**src/rtl/scan_seq_core_if.sv**
```systemverilog
// Bus bundle for scan_seq_core: functional and scan controls in, observe signals out.
interface scan_seq_core_if #(
    parameter int N     = 2,
    parameter int CNT_W = 8
);
    logic             x;
    logic             func_en;
    logic             scan_en;
    logic             scan_in;
    logic             cnt_clr;
    logic             scan_out;
    logic             z;
    logic [N-1:0]     state;
    logic [CNT_W-1:0] z_cnt;

    // Driver side (tester / harness)
    modport master (
        output x, func_en, scan_en, scan_in, cnt_clr,
        input  scan_out, z, state, z_cnt
    );

    // Core side
    modport slave (
        input  x, func_en, scan_en, scan_in, cnt_clr,
        output scan_out, z, state, z_cnt
    );
endinterface

```
**src/rtl/scan_seq_core.sv**
```systemverilog
// Scanned N-bit test state machine with Moore output z = |S and a
// saturating counter of functional cycles that saw z high.
module scan_seq_core #(
    parameter int N     = 2,
    parameter int CNT_W = 8
) (
    input  logic            clk,
    input  logic            rst,
    scan_seq_core_if.slave  bus
);

    // Reject unsupported geometries at elaboration time.
    if (N < 2 || N > 32) begin : g_bad_n
        $error("scan_seq_core: N must be in 2..32");
    end
    if (CNT_W < 1 || CNT_W > 32) begin : g_bad_cnt
        $error("scan_seq_core: CNT_W must be in 1..32");
    end

    logic [N-1:0]     s_q, s_d;
    logic [CNT_W-1:0] cnt_q, cnt_d;
    logic             top_bit;

    // The new top bit only sets when the machine is at either extreme value.
    assign top_bit = bus.x & ((s_q == '0) | (s_q == '1));

    // Next state: scan shift wins over functional update; otherwise hold.
    always_comb begin
        s_d   = s_q;
        cnt_d = cnt_q;
        if (bus.scan_en) begin
            s_d = {bus.scan_in, s_q[N-1:1]};
        end else if (bus.func_en) begin
            s_d = {top_bit, s_q[N-1:1]};
        end
        // Clear beats increment; only functional cycles with z high count.
        if (bus.cnt_clr) begin
            cnt_d = '0;
        end else if (!bus.scan_en && bus.func_en && (|s_q) && (cnt_q != '1)) begin
            cnt_d = cnt_q + 1'b1;
        end
    end

    // State and counter registers, reset dominates everything.
    always_ff @(posedge clk) begin
        if (rst) begin
            s_q   <= '0;
            cnt_q <= '0;
        end else begin
            s_q   <= s_d;
            cnt_q <= cnt_d;
        end
    end

    assign bus.state    = s_q;
    assign bus.z        = |s_q;
    assign bus.scan_out = s_q[0];
    assign bus.z_cnt    = cnt_q;

endmodule
```
**src/flat_wrapper.sv**
```systemverilog
// flat-port wrapper written by rule: the top's interface ports become plain ports
module scan_seq_core_flat 
#(
    parameter int N     = 2,
    parameter int CNT_W = 8
)
  (clk, rst, bus_x, bus_func_en, bus_scan_en, bus_scan_in, bus_cnt_clr, bus_scan_out, bus_z, bus_state, bus_z_cnt);
  scan_seq_core_if #(.N(N), .CNT_W(CNT_W)) bus_i ();
  input  logic clk;
  input  logic rst;
  input wire logic [$bits(bus_i.x)-1:0] bus_x;
  input wire logic [$bits(bus_i.func_en)-1:0] bus_func_en;
  input wire logic [$bits(bus_i.scan_en)-1:0] bus_scan_en;
  input wire logic [$bits(bus_i.scan_in)-1:0] bus_scan_in;
  input wire logic [$bits(bus_i.cnt_clr)-1:0] bus_cnt_clr;
  output wire logic [$bits(bus_i.scan_out)-1:0] bus_scan_out;
  output wire logic [$bits(bus_i.z)-1:0] bus_z;
  output wire logic [$bits(bus_i.state)-1:0] bus_state;
  output wire logic [$bits(bus_i.z_cnt)-1:0] bus_z_cnt;
  assign bus_i.x = bus_x;
  assign bus_i.func_en = bus_func_en;
  assign bus_i.scan_en = bus_scan_en;
  assign bus_i.scan_in = bus_scan_in;
  assign bus_i.cnt_clr = bus_cnt_clr;
  assign bus_scan_out = bus_i.scan_out;
  assign bus_z = bus_i.z;
  assign bus_state = bus_i.state;
  assign bus_z_cnt = bus_i.z_cnt;
  scan_seq_core #(.N(N), .CNT_W(CNT_W)) u_core (.clk(clk), .rst(rst), .bus(bus_i));
endmodule
```
**config.mk**
```make
export PLATFORM = sky130hd
export DESIGN_NAME = scan_seq_core_flat
export DESIGN_NICKNAME = d
export VERILOG_FILES = /design/src/rtl/scan_seq_core_if.sv /design/src/rtl/scan_seq_core.sv /design/src/flat_wrapper.sv
export SDC_FILE = /design/constraint.sdc
export NUM_CORES = 1
export LEC_CHECK = 0
export ABC_AREA = 1
export CAP_MARGIN = 20
export CORE_MARGIN = 5
export CORE_UTILIZATION = 42
export DETAILED_ROUTE_END_ITERATION = 12
export HOLD_SLACK_MARGIN = 0.02
export PLACE_DENSITY_LB_ADDON = 0.25
export SLEW_MARGIN = 20
export SYNTH_ARGS = -nofsm -noshare
export SYNTH_HDL_FRONTEND = slang
export SYNTH_SLANG_ARGS = --single-unit
```
**constraint.sdc**
```tcl
create_clock -name clk -period 1.6 [get_ports clk]
set_input_delay 0.24 -clock clk [delete_from_list [all_inputs] [get_ports clk]]
set_output_delay 0.24 -clock clk [all_outputs]
set_load 0.05 [all_outputs]
```
==> flow_summary.ini <==
[route]
finalWirelength_um = 1220
routed_via_density = 4.89
drt_iter0_drc = 5
wire_per_inst_um = 10.4
drtPass1Iterations = 5
drc = 0
dr_total_vias = 577
final_antenna_net_count = 0

[sta]
final_max_slew_viol_count = 0
hold_slack_ns = 0.507
fin_ws_ns = 0.107
fin_worst_skew_ns = 0.00740
max_freq_mhz = 670
period_share_pct = 93.3
tightest_slew_ns = 0.304
rsz0062_at_grt = true
slew_headroom_pct = 79.6
hold_viol_final = 0
finalSetupViolations = 0
fin_setup_tns_ns = 0
period_needed_ns = 1.49

[floorplanning]
die_h_um = 46.1
rows = 13
start_util_pct = 43.1
die_w_um = 46.1
coreArea_sq_um = 1270
pin_count = 19
die-area_sq_um = 2120

[clock_network]
htreeDepth = 1
cts_tree = yes
clkSlewWorstSetupHoldPaths_ns = 0.07
clkLatencyLatePin_ns = 0.27
clock_sinks = 10
cts_root_buffer = clkbuf_4
cts_hold_buf = 0
postCtsResizedCells = 0
numCtsBuffers = 3
clk_path_buf_depth = 2
cts_setup_buffers = 0

[logic_synthesis]
ys_seq_area_share_pct = 36.6
synth_edf_count = 0
synth-main-ff-cell = dfxtp_1
syn_avg_cell_area_sq_um = 6.75
ys_async_sr_fraction_pct = 0
synth_cell_types = 17
yosys_warnings = 0
synthCells = 81
syn-num-nets = 90
syn_area_sq_um = 547
synth_seq_cells = 10

[power_and_ir_drop]
powerDensity_nw_per_um2 = 700
peakVddDrop_mv = 0.578
p_leak_nw = 0.353
total_power_mw = 0.544

[worst_setup_path]
cp_max_fo = 4
worstRegToRegCells = 8
cp-endpoint = u_core.bus.z_cnt[6]
cp-end-kind = flip-flop
reg2reg_from = u_core.bus.state[1]
cp.required_ns = 1.77
critPathLaunchType = flip-flop
r2r_end = u_core.bus.z_cnt[6]
critPathLaunch = u_core.bus.state[1]
ff2ff_setup_slack_ns = 0.11
critPathArrivalTime_ns = 1.66
worst-setup-path-type = flip-flop to flip-flop

[cells_and_area]
fin_cells = 118
utilization_pct = 61.2
postLayoutCellArea_sq_um = 777
nets = 113
drive_gt1_share_pct = 27.2
diodes = 0
final_cell_mix = nor2_1 (21), nand2_1 (14), buf_4 (12)
final_common_cell = nor2_1
area_delta_synth_final_pct = 42.1

[run]
maxCapViolCount = 0

[placement]
gp_congestion = 0.759
dp.cells = 114
io_buffers = 18
dp_worst_setup_slack_ns = 0.121
dp_hpwl_um = 999
placed_cell_area_sq_um = 751

[global_routing]
grt_pass1_vias = 499
grt_overflow = 0
grt_max_degree = 9
grt.total_usage_pct = 13.7
antenna_found_initial = 0
grt_first_pass_wirelength_um = 2030

[status]
status = finished, final reports clean

[worst_hold_path]
hp-class = flip-flop to flip-flop
## flip-flops by register name, indices dropped and copies added (netlist names)
register,flops
u_core.bus.z_cnt,8
u_core.bus.state,2
## cell usage after synthesis (2+ instances only)
cell type  number  share of area [%]
nand2_2         3                3.4
a21oi_1         3                2.7
a31oi_1         2                2.3
nand3_1         5                4.6
nand4_1         3                3.4
ha_1            2                4.6
dfxtp_1        10                 37
nor2_1         21                 14
buf_4           2                2.7
nand2_1        14                9.6
inv_1          10                6.9
## how the worst min path moves through the flow
stage	startpoint	endpoint	slack, ns	cells after the start
5_1_grt	u_core.bus.z_cnt[1]	u_core.bus.z_cnt[1]	0.53	2
3_5_place_dp	u_core.bus.z_cnt[1]	u_core.bus.z_cnt[1]	0.50	2
6_report	u_core.bus.z_cnt[1]	u_core.bus.z_cnt[1]	0.51	2
2_1_floorplan	rst	u_core.bus.state[0]	0.31	1
4_1_cts	u_core.bus.z_cnt[1]	u_core.bus.z_cnt[1]	0.51	2
3_3_place_gp	u_core.bus.z_cnt[1]	u_core.bus.z_cnt[1]	0.50	2
## cell type report
cell class	instances	area, sq um
fill	121	492
tap	15	18.8
sequential	10	206
clock buffer	4	26.3
multi-input combinational	58	290
timing repair buffer	20	190
inverter	11	45.0
## logic make-up (layout without fill, tap and decap cells)
group	count (synthesis)	after routing	synth area share, %
buffers and inverters	13	35	10.3
and+or+nand+nor	48	48	39.6
AOI/OAI and AO/OA	8	8	8.92
DFF	10	10	36.6
adders and majority gates	2	2	4.58
## per-layer routing
| metal | track usage [%] | vias to the layer above | share of wire (%) |
|---|---|---|---|
| met1 | 15.3 | 262 | 42 |
| met3 | 7.42 | 0 | 8.7 |
| met2 | 21.7 | 16 | 50 |
| met4 | 5.11 | 0 | 0 |
| met5 | 0 | - | 0 |
| li1 | - | 299 | - |
## worst max-delay path: stages, from the launching register on
cell and delay [ns]:
dfxtp_1 0.37, inv_1 0.06, ha_1 0.23, clkinvlp_4 0.11
nand3_1 0.09, nor2_1 0.26, o21ai_2 0.11, nor2_1 0.10
nor2_1 0.05
## power by group
part           total (mW)  switching, mW  internal [mW]
registers           0.257        0.00386          0.253
clock network       0.183         0.0867         0.0964
logic               0.104         0.0603         0.0438
total               0.544          0.151          0.393
Note: power is estimated with default switching activity, not from simulation.
